### src/rtl/huffman_bitpack.sv
// Huffman bit packer: latches a 6-entry code table, packs codes MSB-first into bytes.
// Optional HBP_BITCNT_EN adds a saturating encoded-bit counter on bit_count.
module huffman_bitpack #(
  parameter int CODE_W = 8,
  parameter int ACC_W  = 16
) (
  input  logic              clk,
  input  logic              reset,
  input  logic              code_valid,
  input  logic [CODE_W-1:0] HC1,
  input  logic [CODE_W-1:0] HC2,
  input  logic [CODE_W-1:0] HC3,
  input  logic [CODE_W-1:0] HC4,
  input  logic [CODE_W-1:0] HC5,
  input  logic [CODE_W-1:0] HC6,
  input  logic [CODE_W-1:0] M1,
  input  logic [CODE_W-1:0] M2,
  input  logic [CODE_W-1:0] M3,
  input  logic [CODE_W-1:0] M4,
  input  logic [CODE_W-1:0] M5,
  input  logic [CODE_W-1:0] M6,
  input  logic              sym_valid,
  input  logic [7:0]        sym_data,
  output logic              sym_ready,
  input  logic              flush,
  output logic              out_valid,
  output logic [7:0]        out_data,
  input  logic              out_ready,
  output logic              done,
  output logic              bad_sym
`ifdef HBP_BITCNT_EN
  ,
  output logic [15:0]       bit_count
`endif
);

  localparam int LEN_W = $clog2(CODE_W + 1);
  localparam int CNT_W = $clog2(ACC_W + 1);

  typedef enum logic [1:0] {
    IDLE,
    RUN,
    FLUSH
  } state_t;

  state_t state, state_n;

  logic [CODE_W-1:0] hc_q  [6];
  logic [LEN_W-1:0]  len_q [6];
  logic [CODE_W-1:0] hc_in [6];
  logic [CODE_W-1:0] m_in  [6];

  logic [ACC_W-1:0]  acc, acc_s, acc_n, ins;
  logic [CNT_W-1:0]  cnt, cnt_s, cnt_n;
  logic [CODE_W-1:0] sel_code, code_m;
  logic [LEN_W-1:0]  sel_len, app_len;
  logic              accept, app, bad_n;
  logic              free, emit, done_n;

  function automatic logic [LEN_W-1:0] mlen(
    input logic [CODE_W-1:0] m
  );
    mlen = '0;
    for (int i = 0; i < CODE_W; i++)
      if (m[i]) mlen = LEN_W'(i + 1);
  endfunction

  always_comb begin
    hc_in[0] = HC1;
    hc_in[1] = HC2;
    hc_in[2] = HC3;
    hc_in[3] = HC4;
    hc_in[4] = HC5;
    hc_in[5] = HC6;
    m_in[0]  = M1;
    m_in[1]  = M2;
    m_in[2]  = M3;
    m_in[3]  = M4;
    m_in[4]  = M5;
    m_in[5]  = M6;
  end

  // Illegal symbols fall through with length 0 and are dropped
  always_comb begin
    sel_code = '0;
    sel_len  = '0;
    for (int k = 0; k < 6; k++) begin
      if (sym_data == 8'(k + 1)) begin
        sel_code = hc_q[k];
        sel_len  = len_q[k];
      end
    end
  end

  assign sym_ready = (state == RUN) &&
                     (cnt <= CNT_W'(ACC_W - CODE_W));
  assign accept  = sym_valid && sym_ready;
  assign app     = accept && (sel_len != '0);
  assign bad_n   = accept && (sel_len == '0);
  assign app_len = app ? sel_len : '0;

  assign free = !out_valid || out_ready;
  assign emit = free &&
                ((cnt >= CNT_W'(8)) ||
                 ((state == FLUSH) && (cnt != '0)));

  // Bits stay MSB-aligned in acc; bits below cnt are always zero,
  // so a padded byte is just the top 8 bits.
  always_comb begin
    acc_s  = emit ? (acc << 8) : acc;
    cnt_s  = cnt;
    if (emit)
      cnt_s = (cnt >= CNT_W'(8)) ? cnt - CNT_W'(8) : '0;
    code_m = sel_code & ~({CODE_W{1'b1}} << sel_len);
    ins    = {code_m, {(ACC_W - CODE_W){1'b0}}};
    ins    = ins << (LEN_W'(CODE_W) - sel_len);
    ins    = ins >> cnt_s;
    acc_n  = app ? (acc_s | ins) : acc_s;
    cnt_n  = cnt_s + CNT_W'(app_len);
  end

  always_comb begin
    state_n = state;
    done_n  = 1'b0;
    unique case (state)
      IDLE:  if (code_valid) state_n = RUN;
      RUN:   if (flush) state_n = FLUSH;
      FLUSH: begin
        if ((cnt == '0) && !out_valid) begin
          done_n  = 1'b1;
          state_n = RUN;
        end
      end
      default: state_n = IDLE;
    endcase
  end

  always_ff @(posedge clk or negedge reset) begin
    if (!reset) begin
      state     <= IDLE;
      acc       <= '0;
      cnt       <= '0;
      out_valid <= 1'b0;
      out_data  <= '0;
      done      <= 1'b0;
      bad_sym   <= 1'b0;
      for (int k = 0; k < 6; k++) begin
        hc_q[k]  <= '0;
        len_q[k] <= '0;
      end
    end else begin
      state   <= state_n;
      acc     <= acc_n;
      cnt     <= cnt_n;
      done    <= done_n;
      bad_sym <= bad_n;
      if (emit) begin
        out_data  <= acc[ACC_W-1 -: 8];
        out_valid <= 1'b1;
      end else if (out_ready) begin
        out_valid <= 1'b0;
      end
      if (code_valid) begin
        for (int k = 0; k < 6; k++) begin
          hc_q[k]  <= hc_in[k];
          len_q[k] <= mlen(m_in[k]);
        end
      end
    end
  end

`ifdef HBP_BITCNT_EN
  logic [16:0] bc_sum;

  assign bc_sum = {1'b0, bit_count} + 17'(app_len);

  always_ff @(posedge clk or negedge reset) begin
    if (!reset)
      bit_count <= '0;
    else if (done)
      bit_count <= 16'(app_len);
    else if (bc_sum[16])
      bit_count <= 16'hFFFF;
    else
      bit_count <= bc_sum[15:0];
  end
`endif

endmodule
### config.mk
export PLATFORM = sky130hd
export DESIGN_NAME = huffman_bitpack
export DESIGN_NICKNAME = d
export VERILOG_FILES = /design/src/rtl/huffman_bitpack.sv
export SDC_FILE = /design/constraint.sdc
export NUM_CORES = 1
export LEC_CHECK = 0
export CORE_MARGIN = 2
export CORE_UTILIZATION = 45
export CTS_CLUSTER_DIAMETER = 30
export DETAILED_ROUTE_END_ITERATION = 8
export DONT_BUFFER_PORTS = 1
export PLACE_DENSITY = 0.66
export SLEW_MARGIN = 30
export SYNTH_ARGS = -nofsm -noshare
export SYNTH_HDL_FRONTEND = slang
export SYNTH_SLANG_ARGS = --single-unit
### constraint.sdc
create_clock -name clk -period 8.3 [get_ports clk]
set_input_delay 0.83 -clock clk [delete_from_list [all_inputs] [get_ports clk]]
set_output_delay 0.83 -clock clk [all_outputs]
set_load 0.05 [all_outputs]
==> results_dict.tcl <==
set metrics [dict create \
    rows 44 \
    seq_power_share_pct 45.9 \
    overflow 0 \
    syn2layout_area_growth_pct 6.19 \
    synth_cell_types 87 \
    switching_share_pct 30.9 \
    fp.dieW_um 125 \
    clk_pin_slew_ns 0.07 \
    dpl.cell_count 811 \
    path_buf_inv 1 \
    synthCells 655 \
    yosysWarnings 0 \
    grt_use_total_pct 21.5 \
    numCtsBuffers 9 \
    die_h_um 125 \
    status "finished, final reports clean" \
    initial_core_util_pct 45.8 \
    drt_iter0_markers 305 \
    antenna_left 0 \
    fin_crit_sh_pct 50.6 \
    synth_area_per_cell_um2 10.1 \
    hpwl_mm 12.3 \
    diodes 0 \
    cpMaxStageDelayCell "or3_1" \
    finalSetupTns_ns 0 \
    cts_resized 0 \
    root_buffer "clkbuf_16" \
    grt_pass1_wl_mm 27.0 \
    worstPathArrival_ns 4.45 \
    wl_mm 16.4 \
    cts_buffer_depth 2 \
    fillers 1359 \
    cp_cell_sequence "or4_4, or3_1, nand2_1, ha_1, clkinv_1, nand2_1, nor3_1, a32oi_1, a31oi_1, a31oi_1, mux2i_1, a221o_1" \
    clkLatencyLatePin_ns 0.36 \
    via_count 5141 \
    core_area_um2 14400 \
    gp_congestion 0.939 \
    drt_drc_violations_left 0 \
    drv_slew 0 \
    dr.pass1.iters 5 \
    cts_num_sinks 106 \
    synthFlopType "dfrtp_1" \
    dieArea_um2 15700 \
    cts_tree "yes" \
    grt_max_degree 107 \
    skew_ns 0.00982 \
    rsz0062_at_grt "no" \
    synth-edff-count 0 \
    p_leak_uw 0.00287 \
    max_freq_ghz 0.238 \
    r2r-start "len_q[0]" \
    cts_hold_buf 0 \
    drive_above_1_share_pct 20.7 \
    cp-startpoint "sym_data[5]" \
    slew_headroom_pct 36.5 \
    cp-start-kind "input pin" \
    crit_type "input pin to register" \
    io_pins 122 \
    combPwrFrac_pct 20.9 \
    critPathMaxStageDelay_ns 0.67 \
    ir_worst_vdd_mv 0.176 \
    synth_nets 773 \
    hold_viol_final 0 \
    routedWlPerCell_um 19.9 \
    finalNonFillerCells 827 \
    ys_ff_latch 106 \
    min_period_ns 4.20 \
    path_max_fanout 14 \
    hp-class "input pin to asynchronous set/reset pin" \
    setup_viol_count_final 0 \
    power.internal_uw 929 \
    path_delay_family "simple AND/OR/NAND/NOR gates" \
    yosysSeqAreaShare_pct 40.1 \
    maxCapViolations 0 \
    power.total_uw 1350 \
    power.share.clock_pct 33.1 \
    endpoint_kind "register" \
    port_buffers 0 \
    via_per_inst 6.22 \
    cts-htree-levels 3 \
    async_reset_ff_share_pct 100 \
    p_switching_uw 416 \
    fin_nets 756 \
    antenna_found_initial 3 \
    cp.required_ns 8.55 \
    power_density_nw_per_um2 192 \
    worst_pin_slew_ns 0.948 \
    synthesis.area_um2 6610 \
    post_cts_buffers 0 \
    first_global_vias 5086 \
]
per-stage QoR:
step	utilization (%)	hold slack [ns]	instance area, um^2	worst slack [ns]
6_report	48.6	0.167	7020	4.10
5_1_grt	48.6	0.150	7020	3.84
2_1_floorplan	-	0.462	6610	4.35
4_1_cts	48.6	0.148	7020	4.15
3_5_place_dp	46.5	0.488	6700	3.79
3_3_place_gp	46.5	0.482	6700	3.90
synthesized netlist by cell type, types with 4 or more instances:
| cell | n | area share (%) |
|---|---|---|
| a211oi_1 | 7 | 0.80 |
| a21o_1 | 4 | 0.45 |
| a21oi_1 | 41 | 3.1 |
| a221o_1 | 4 | 0.61 |
| a22oi_1 | 4 | 0.45 |
| a31oi_1 | 4 | 0.38 |
| a32oi_1 | 4 | 0.53 |
| buf_2 | 9 | 0.68 |
| buf_6 | 4 | 0.68 |
| clkbuf_1 | 15 | 0.85 |
| dfrtp_1 | 106 | 40 |
| ha_1 | 7 | 1.3 |
| inv_1 | 23 | 1.3 |
| mux2_2 | 84 | 14 |
| mux2i_1 | 20 | 3.0 |
| nand2_1 | 29 | 1.6 |
| nand2b_1 | 10 | 0.95 |
| nand3_1 | 20 | 1.5 |
| nand3b_1 | 5 | 0.57 |
| nor2_1 | 74 | 4.2 |
| nor2b_1 | 6 | 0.57 |
| nor3_1 | 13 | 0.98 |
| nor3b_1 | 5 | 0.57 |
| o211ai_1 | 13 | 1.5 |
| o21ai_0 | 21 | 1.6 |
| o21ai_1 | 15 | 1.1 |
| o2bb2ai_1 | 6 | 0.80 |
| o31ai_1 | 4 | 0.45 |
| or3_1 | 5 | 0.47 |
final timing paths:
| kind | end | slack, ns | depth (start not counted) |
|---|---|---|---|
| worst max-delay path | acc[5] | 4.10 | 12 |
| worst min-delay path | done | 0.17 | 0 |
| worst max register to register | acc[5] | 4.29 | 13 |
| worst min register to register | hc_q[12] | 0.51 | 1 |
| max in group asynchronous | hc_q[34] | 7.96 | 0 |
| min in group clk | hc_q[12] | 0.51 | 1 |
state kept, by name, summed over array words and instances, names as in the netlist:
register	flops
hc_q	48
len_q	24
acc	16
out_data	8
cnt	5
state	2
bad_sym	1
done	1
out_valid	1
metal layers:
metal	share of wire, %	vias up	global-route usage [%]	wire [um]
li1	-	2417	-	-
met1	43	2547	27.5	7130
met2	48	153	35.1	7900
met3	6.8	22	6.50	1130
met4	1.7	2	6.73	281
met5	0.079	-	0	13
final cells by class:
cell class	instances	area, um^2	share of cell area, %
multi-input cells	491	3700	52.7
clock buffers	9	225	3.21
flip-flops and latches	106	2650	37.8
clock inverters	7	87.6	1.25
inverters	28	110	1.57
repair buffers	2	15.0	0.214
well taps	184	230	3.28
worst reg2reg max path, cell delays in order (launching register included):
cell	delay, ns
dfrtp_1	0.41
mux2i_1	0.22
mux4_2	0.28
or3_1	0.53
nand2_1	0.25
ha_1	0.54
clkinv_1	0.32
nand2_1	0.17
nor3_1	0.07
a32oi_1	0.17
a31oi_1	0.15
a31oi_1	0.35
mux2i_1	0.13
a221o_1	0.30
power by group through the flow:
| stage | Clock, uW | Combinational [uW] | Sequential, uW |
|---|---|---|---|
| after floorplan | 0 | 242 | 615 |
| after global placement | 0 | 273 | 626 |
| after detailed placement | 0 | 282 | 628 |
| after CTS | 461 | 283 | 618 |
| after global routing | 480 | 311 | 625 |
| final | 446 | 282 | 618 |
cell usage in the layout (no fill, tap or decap), types with 5 or more instances in the layout:
master and n:
o21ai_1 14, nor2_1 74, or3_1 5, nor2b_1 6, nand2_1 29, nand2b_1 10, a211oi_1 7, dfrtp_1 106
o21ai_0 21, o2bb2ai_1 6, clkbuf_16 9, ha_1 7, mux2i_1 20, mux2_2 84, nand3b_1 5, nor3_1 13
nand3_1 20, o211ai_1 13, a21oi_1 41, inv_1 23
cell families after synthesis:
group,Yosys count,synth area share [%]
XOR/XNOR,3,0.398
multiplexers,105,17.7
flip-flops,106,40.1
adder cells (fa/ha/maj),8,1.63
buffers and inverters,58,4.05
AND/OR/NAND/NOR,194,15.1
AO/OA/AOI/OAI,181,21.0
No activity file was read; power rests on OpenSTA's default activity.
